===== src/rtl/mem_port_arbiter.sv =====
// Round-robin arbiter sharing one single-port memory between the CPU and the debug/loader port.
// Each access: grant in IDLE, WAIT_STATES+1 ACCESS cycles, then a one-cycle ack in DONE.
module mem_port_arbiter #(
   parameter int ADDR_W      = 16,
   parameter int DATA_W      = 16,
   parameter int WAIT_STATES = 1
) (
   input  logic              clk,
   input  logic              rst_n,
   input  logic              cpu_req,
   input  logic              cpu_we,
   input  logic [ADDR_W-1:0] cpu_addr,
   input  logic [DATA_W-1:0] cpu_wdata,
   output logic [DATA_W-1:0] cpu_rdata,
   output logic              cpu_ack,
   input  logic              dbg_req,
   input  logic              dbg_we,
   input  logic [ADDR_W-1:0] dbg_addr,
   input  logic [DATA_W-1:0] dbg_wdata,
   output logic [DATA_W-1:0] dbg_rdata,
   output logic              dbg_ack,
   output logic              mem_en,
   output logic              mem_we,
   output logic [ADDR_W-1:0] mem_addr,
   output logic [DATA_W-1:0] mem_wdata,
   input  logic [DATA_W-1:0] mem_rdata,
   output logic              busy,
   output logic              owner
);

   localparam int CW = (WAIT_STATES < 1) ? 1 : $clog2(WAIT_STATES + 1);
   localparam logic [CW-1:0] LAST = CW'(WAIT_STATES);

   typedef enum logic [1:0] {IDLE, ACCESS, DONE} state_t;

   state_t        state;
   logic [CW-1:0] cnt;
   logic          win;

   // owner doubles as last_grant: on a tie the port that did not win last time goes next
   assign win = (cpu_req && dbg_req) ? ~owner : dbg_req;

   always_ff @(posedge clk or negedge rst_n) begin
      if (!rst_n) begin
         state     <= IDLE;
         cnt       <= '0;
         owner     <= 1'b1;
         busy      <= 1'b0;
         cpu_ack   <= 1'b0;
         dbg_ack   <= 1'b0;
         mem_en    <= 1'b0;
         mem_we    <= 1'b0;
         mem_addr  <= '0;
         mem_wdata <= '0;
         cpu_rdata <= '0;
         dbg_rdata <= '0;
      end else begin
         cpu_ack <= 1'b0;
         dbg_ack <= 1'b0;
         case (state)
            IDLE: begin
               if (cpu_req || dbg_req) begin
                  state     <= ACCESS;
                  busy      <= 1'b1;
                  owner     <= win;
                  cnt       <= '0;
                  mem_en    <= 1'b1;
                  mem_we    <= win ? dbg_we    : cpu_we;
                  mem_addr  <= win ? dbg_addr  : cpu_addr;
                  mem_wdata <= win ? dbg_wdata : cpu_wdata;
               end
            end
            ACCESS: begin
               if (cnt == LAST) begin
                  state  <= DONE;
                  mem_en <= 1'b0;
                  mem_we <= 1'b0;
                  if (owner) begin
                     dbg_ack <= 1'b1;
                     if (!mem_we) dbg_rdata <= mem_rdata;
                  end else begin
                     cpu_ack <= 1'b1;
                     if (!mem_we) cpu_rdata <= mem_rdata;
                  end
               end else begin
                  cnt <= cnt + 1'b1;
               end
            end
            DONE: begin
               state <= IDLE;
               busy  <= 1'b0;
            end
            default: state <= IDLE;
         endcase
      end
   end

endmodule


===== config.mk =====
export PLATFORM = sky130hd
export DESIGN_NAME = mem_port_arbiter
export DESIGN_NICKNAME = d
export VERILOG_FILES = /design/src/rtl/mem_port_arbiter.sv
export SDC_FILE = /design/constraint.sdc
export NUM_CORES = 1
export LEC_CHECK = 0
export ABC_AREA = 1
export CELL_PAD_IN_SITES_DETAIL_PLACEMENT = 1
export CELL_PAD_IN_SITES_GLOBAL_PLACEMENT = 2
export CORE_MARGIN = 8
export CORE_UTILIZATION = 36
export CTS_CLUSTER_DIAMETER = 200
export CTS_CLUSTER_SIZE = 16
export DETAILED_ROUTE_END_ITERATION = 10
export DONT_BUFFER_PORTS = 1
export GPL_ROUTABILITY_DRIVEN = 0
export PLACE_DENSITY_LB_ADDON = 0.1
export SLEW_MARGIN = 15
export SYNTH_ARGS = -nofsm -noshare
export SYNTH_HDL_FRONTEND = slang
export SYNTH_SLANG_ARGS = --single-unit

===== constraint.sdc =====
create_clock -name clk -period 4.3 [get_ports clk]
set_clock_uncertainty 0.1 [all_clocks]
set_input_delay 0.86 -clock clk [delete_from_list [all_inputs] [get_ports clk]]
set_output_delay 0.86 -clock clk [all_outputs]
set_load 0.005 [all_outputs]

==> flow_summary.yaml <==
floorplan:
  die_x_um: 115
  rows: 36
  initial_utilization_pct: 36.5
  core_sq_um: 9640
  die_area_sq_um: 13200
  io_pins: 156
  die_y_um: 115
clocking:
  cts_hold_buf: 0
  cts_tree: "yes"
  insertion_delay_ns: 0.33
  postCtsSetupRepairBufs: 0
  root_buffer: "clkbuf_8"
  cts-resized-gates: 0
  path_clk_slew_ns: 0.08
  clock-sinks: 73
  cts-htree-levels: 3
  clk_path_buf_depth: 2
  numCtsBuffers: 9
cells_and_area:
  fillers: 1199
  final_cell_area_sq_um: 3760
  final_cells: 581
  area_growth_pct: 7.08
  finalCoreUtilization_pct: 39.0
  layout-drive-gt1-share_pct: 7.14
  n_antenna_cell: 0
  nNetsFinal: 529
place:
  dp_hpwl_mm: 7.24
  placed_area_sq_um: 3530
  placed_cells: 565
  portBuffers: 0
grt:
  grt_max_degree: 74
  grt_pass1_vias: 3041
  antenna_found_initial: 0
  grt-ovfl-total: 0
  grt_usage_pct: 16.1
  grt_pass1_wl_mm: 16.5
synthesis:
  synth_seq_cells: 73
  yosys_warnings: 0
  ys_seq_area_share_pct: 52.0
  netlist.area_leader.share_pct: 51.3
  synthFlopType: "dfrtp_1"
  synthTopCellsByCount: "185 x nand2_1, 83 x nand3_1, 72 x dfrtp_1, 68 x inv_1, 10 x buf_4"
  synth_fp_nets: 540
  yosysMostFrequentCell: "nand2_1"
  synthCells: 454
  synth.distinct_cells: 19
  ys_top_cells_by_area: "dfrtp_1 51%, nand2_1 20%, nand3_1 12%"
  syn_area_per_cell_sq_um: 7.74
  synthesis.area_sq_um: 3510
  synthArstFlopShare_pct: 100
  synth_top_area_cell: "dfrtp_1"
  synth-edff-count: 0
timing:
  maxSlewHeadroom_pct: 41.8
  fmax_mhz: 416
  rsz0062_at_grt: "false"
  final_max_slew_viol_count: 0
  hold_violations: 0
  period_minus_slack_ns: 2.40
  setup_violations: 0
  tightest_slew_ns: 0.870
  timing.final.crit_share_pct: 55.9
  tns_ns: 0
detailed_routing:
  drtPass1Iterations: 4
  num_vias: 2786
  drt-wirelength-per-cell_um: 17.8
  routed_wl_mm: 10.3
  ant_nets: 0
  viasPerCell: 4.80
  remaining_drc_errors: 0
  drtIter0Drc: 123
worst_hold_path:
  hold_class: "input pin to asynchronous set/reset pin"
critical_path:
  crit_fanout: 34
  timing.rr.start: "owner$_DFFE_PN1P_"
  crit_end: "mem_addr[8]$_DFFE_PN0P_"
  worst-r2r-setup-slack_ns: 1.90
  crit_path_start_kind: "flip-flop"
  ff2ff_path_depth: 5
  endpoint_kind: "flip-flop"
  critPathLaunch: "owner$_DFFE_PN1P_"
  path_class: "flip-flop to flip-flop"
  critical_path_required_ns: 4.42
  cp.arrival_ns: 2.53
  reg2reg_to: "mem_addr[8]$_DFFE_PN0P_"
run_status:
  outcome: "completed"
power:
  power_density_nw_per_um2: 734
  p_leak_nw: 2.15
  peakVddDrop_uv: 171
flow_run:
  maxCapViolCount: 0
==> critical path, stage by stage, from the launching register on <==
cell	delay, ns
dfstp_2	0.69
nand2_2	0.47
nand2_2	0.73
nand2_1	0.13
nand3_1	0.10
nand2_1	0.05
==> flip-flops by register name, indices dropped and copies added (netlist names) <==
| signal | flops |
|---|---|
| dbg_ack | 1 |
| owner | 1 |
| cnt | 1 |
| mem_wdata | 16 |
| busy | 1 |
| cpu_ack | 1 |
| state | 2 |
| cpu_rdata | 16 |
| mem_we | 1 |
| mem_addr | 16 |
| mem_en | 1 |
| dbg_rdata | 16 |
==> where the power goes <==
group	leakage [nW]	internal [W]	switching [W]
logic	1.15	0.000254	0.000530
registers	0.884	0.00103	0.000328
clock network	0.117	0.000360	0.000256
==> kinds of logic (layout without fill, tap and decap cells) <==
family | Yosys count | in the layout | share of synthesized area, %
flip-flops | 73 | 73 | 52.0
buffers and inverters | 94 | 88 | 12.0
AND/OR/NAND/NOR | 282 | 282 | 35.2
AO/OA/AOI/OAI | 5 | 5 | 0.819
==> metrics by stage <==
stage | total power, W | hold WS, ns | setup slack, ns
after floorplan | 0.00196 | 0.365 | 2.55
after global placement | 0.00217 | 0.390 | 1.75
after detailed placement | 0.00220 | 0.396 | 1.70
after CTS | 0.00283 | 0.0859 | 1.83
after global routing | 0.00302 | 0.0811 | 1.65
final | 0.00276 | 0.111 | 1.90
==> worst min path at each step <==
stage	cells after the start	start	end	slack, ns
after floorplan	2	cpu_rdata[0]$_DFFE_PN0P_	cpu_rdata[0]$_DFFE_PN0P_	0.36
after detailed placement	2	dbg_rdata[11]$_DFFE_PN0P_	dbg_rdata[11]$_DFFE_PN0P_	0.40
after global routing	0	rst_n	dbg_rdata[12]$_DFFE_PN0P_	0.08
final	0	rst_n	mem_addr[1]$_DFFE_PN0P_	0.11
after global placement	2	dbg_rdata[7]$_DFFE_PN0P_	dbg_rdata[7]$_DFFE_PN0P_	0.39
after CTS	0	rst_n	mem_wdata[11]$_DFFE_PN0P_	0.09
==> placed cells by master (no fill, tap or decap), types with 2 or more instances in the layout <==
| master | synthesis | routed |
|---|---|---|
| bufinv_16 | 0 | 2 |
| clkbuf_8 | 0 | 11 |
| dfrtp_1 | 72 | 72 |
| inv_1 | 68 | 68 |
| inv_2 | 3 | 3 |
| nand2_1 | 185 | 185 |
| nand2_2 | 3 | 3 |
| nand2_4 | 2 | 2 |
| nand3_1 | 83 | 83 |
| nor2_1 | 3 | 3 |
| nor2_4 | 4 | 4 |
| o21ai_0 | 2 | 2 |
| o21ai_1 | 2 | 2 |
==> cell type report <==
cell class,count,area (sq um),share of cell area (%)
flip-flops and latches,73,1830,48.6
multi-input cells,287,1270,33.6
inverters,71,267,7.08
well taps,133,166,4.42
clock buffers,12,155,4.12
clock inverters,4,73.8,1.96
repair buffers,1,7.51,0.199
==> layer usage <==
layer	up-vias	routed length [um]	GRT usage [%]
met3	10	1050	6.72
li1	1349	-	-
met2	94	4840	25.4
met5	-	0	0
met1	1333	4330	19.4
met4	0	125	5.52
(Power assumes the default switching activity.)
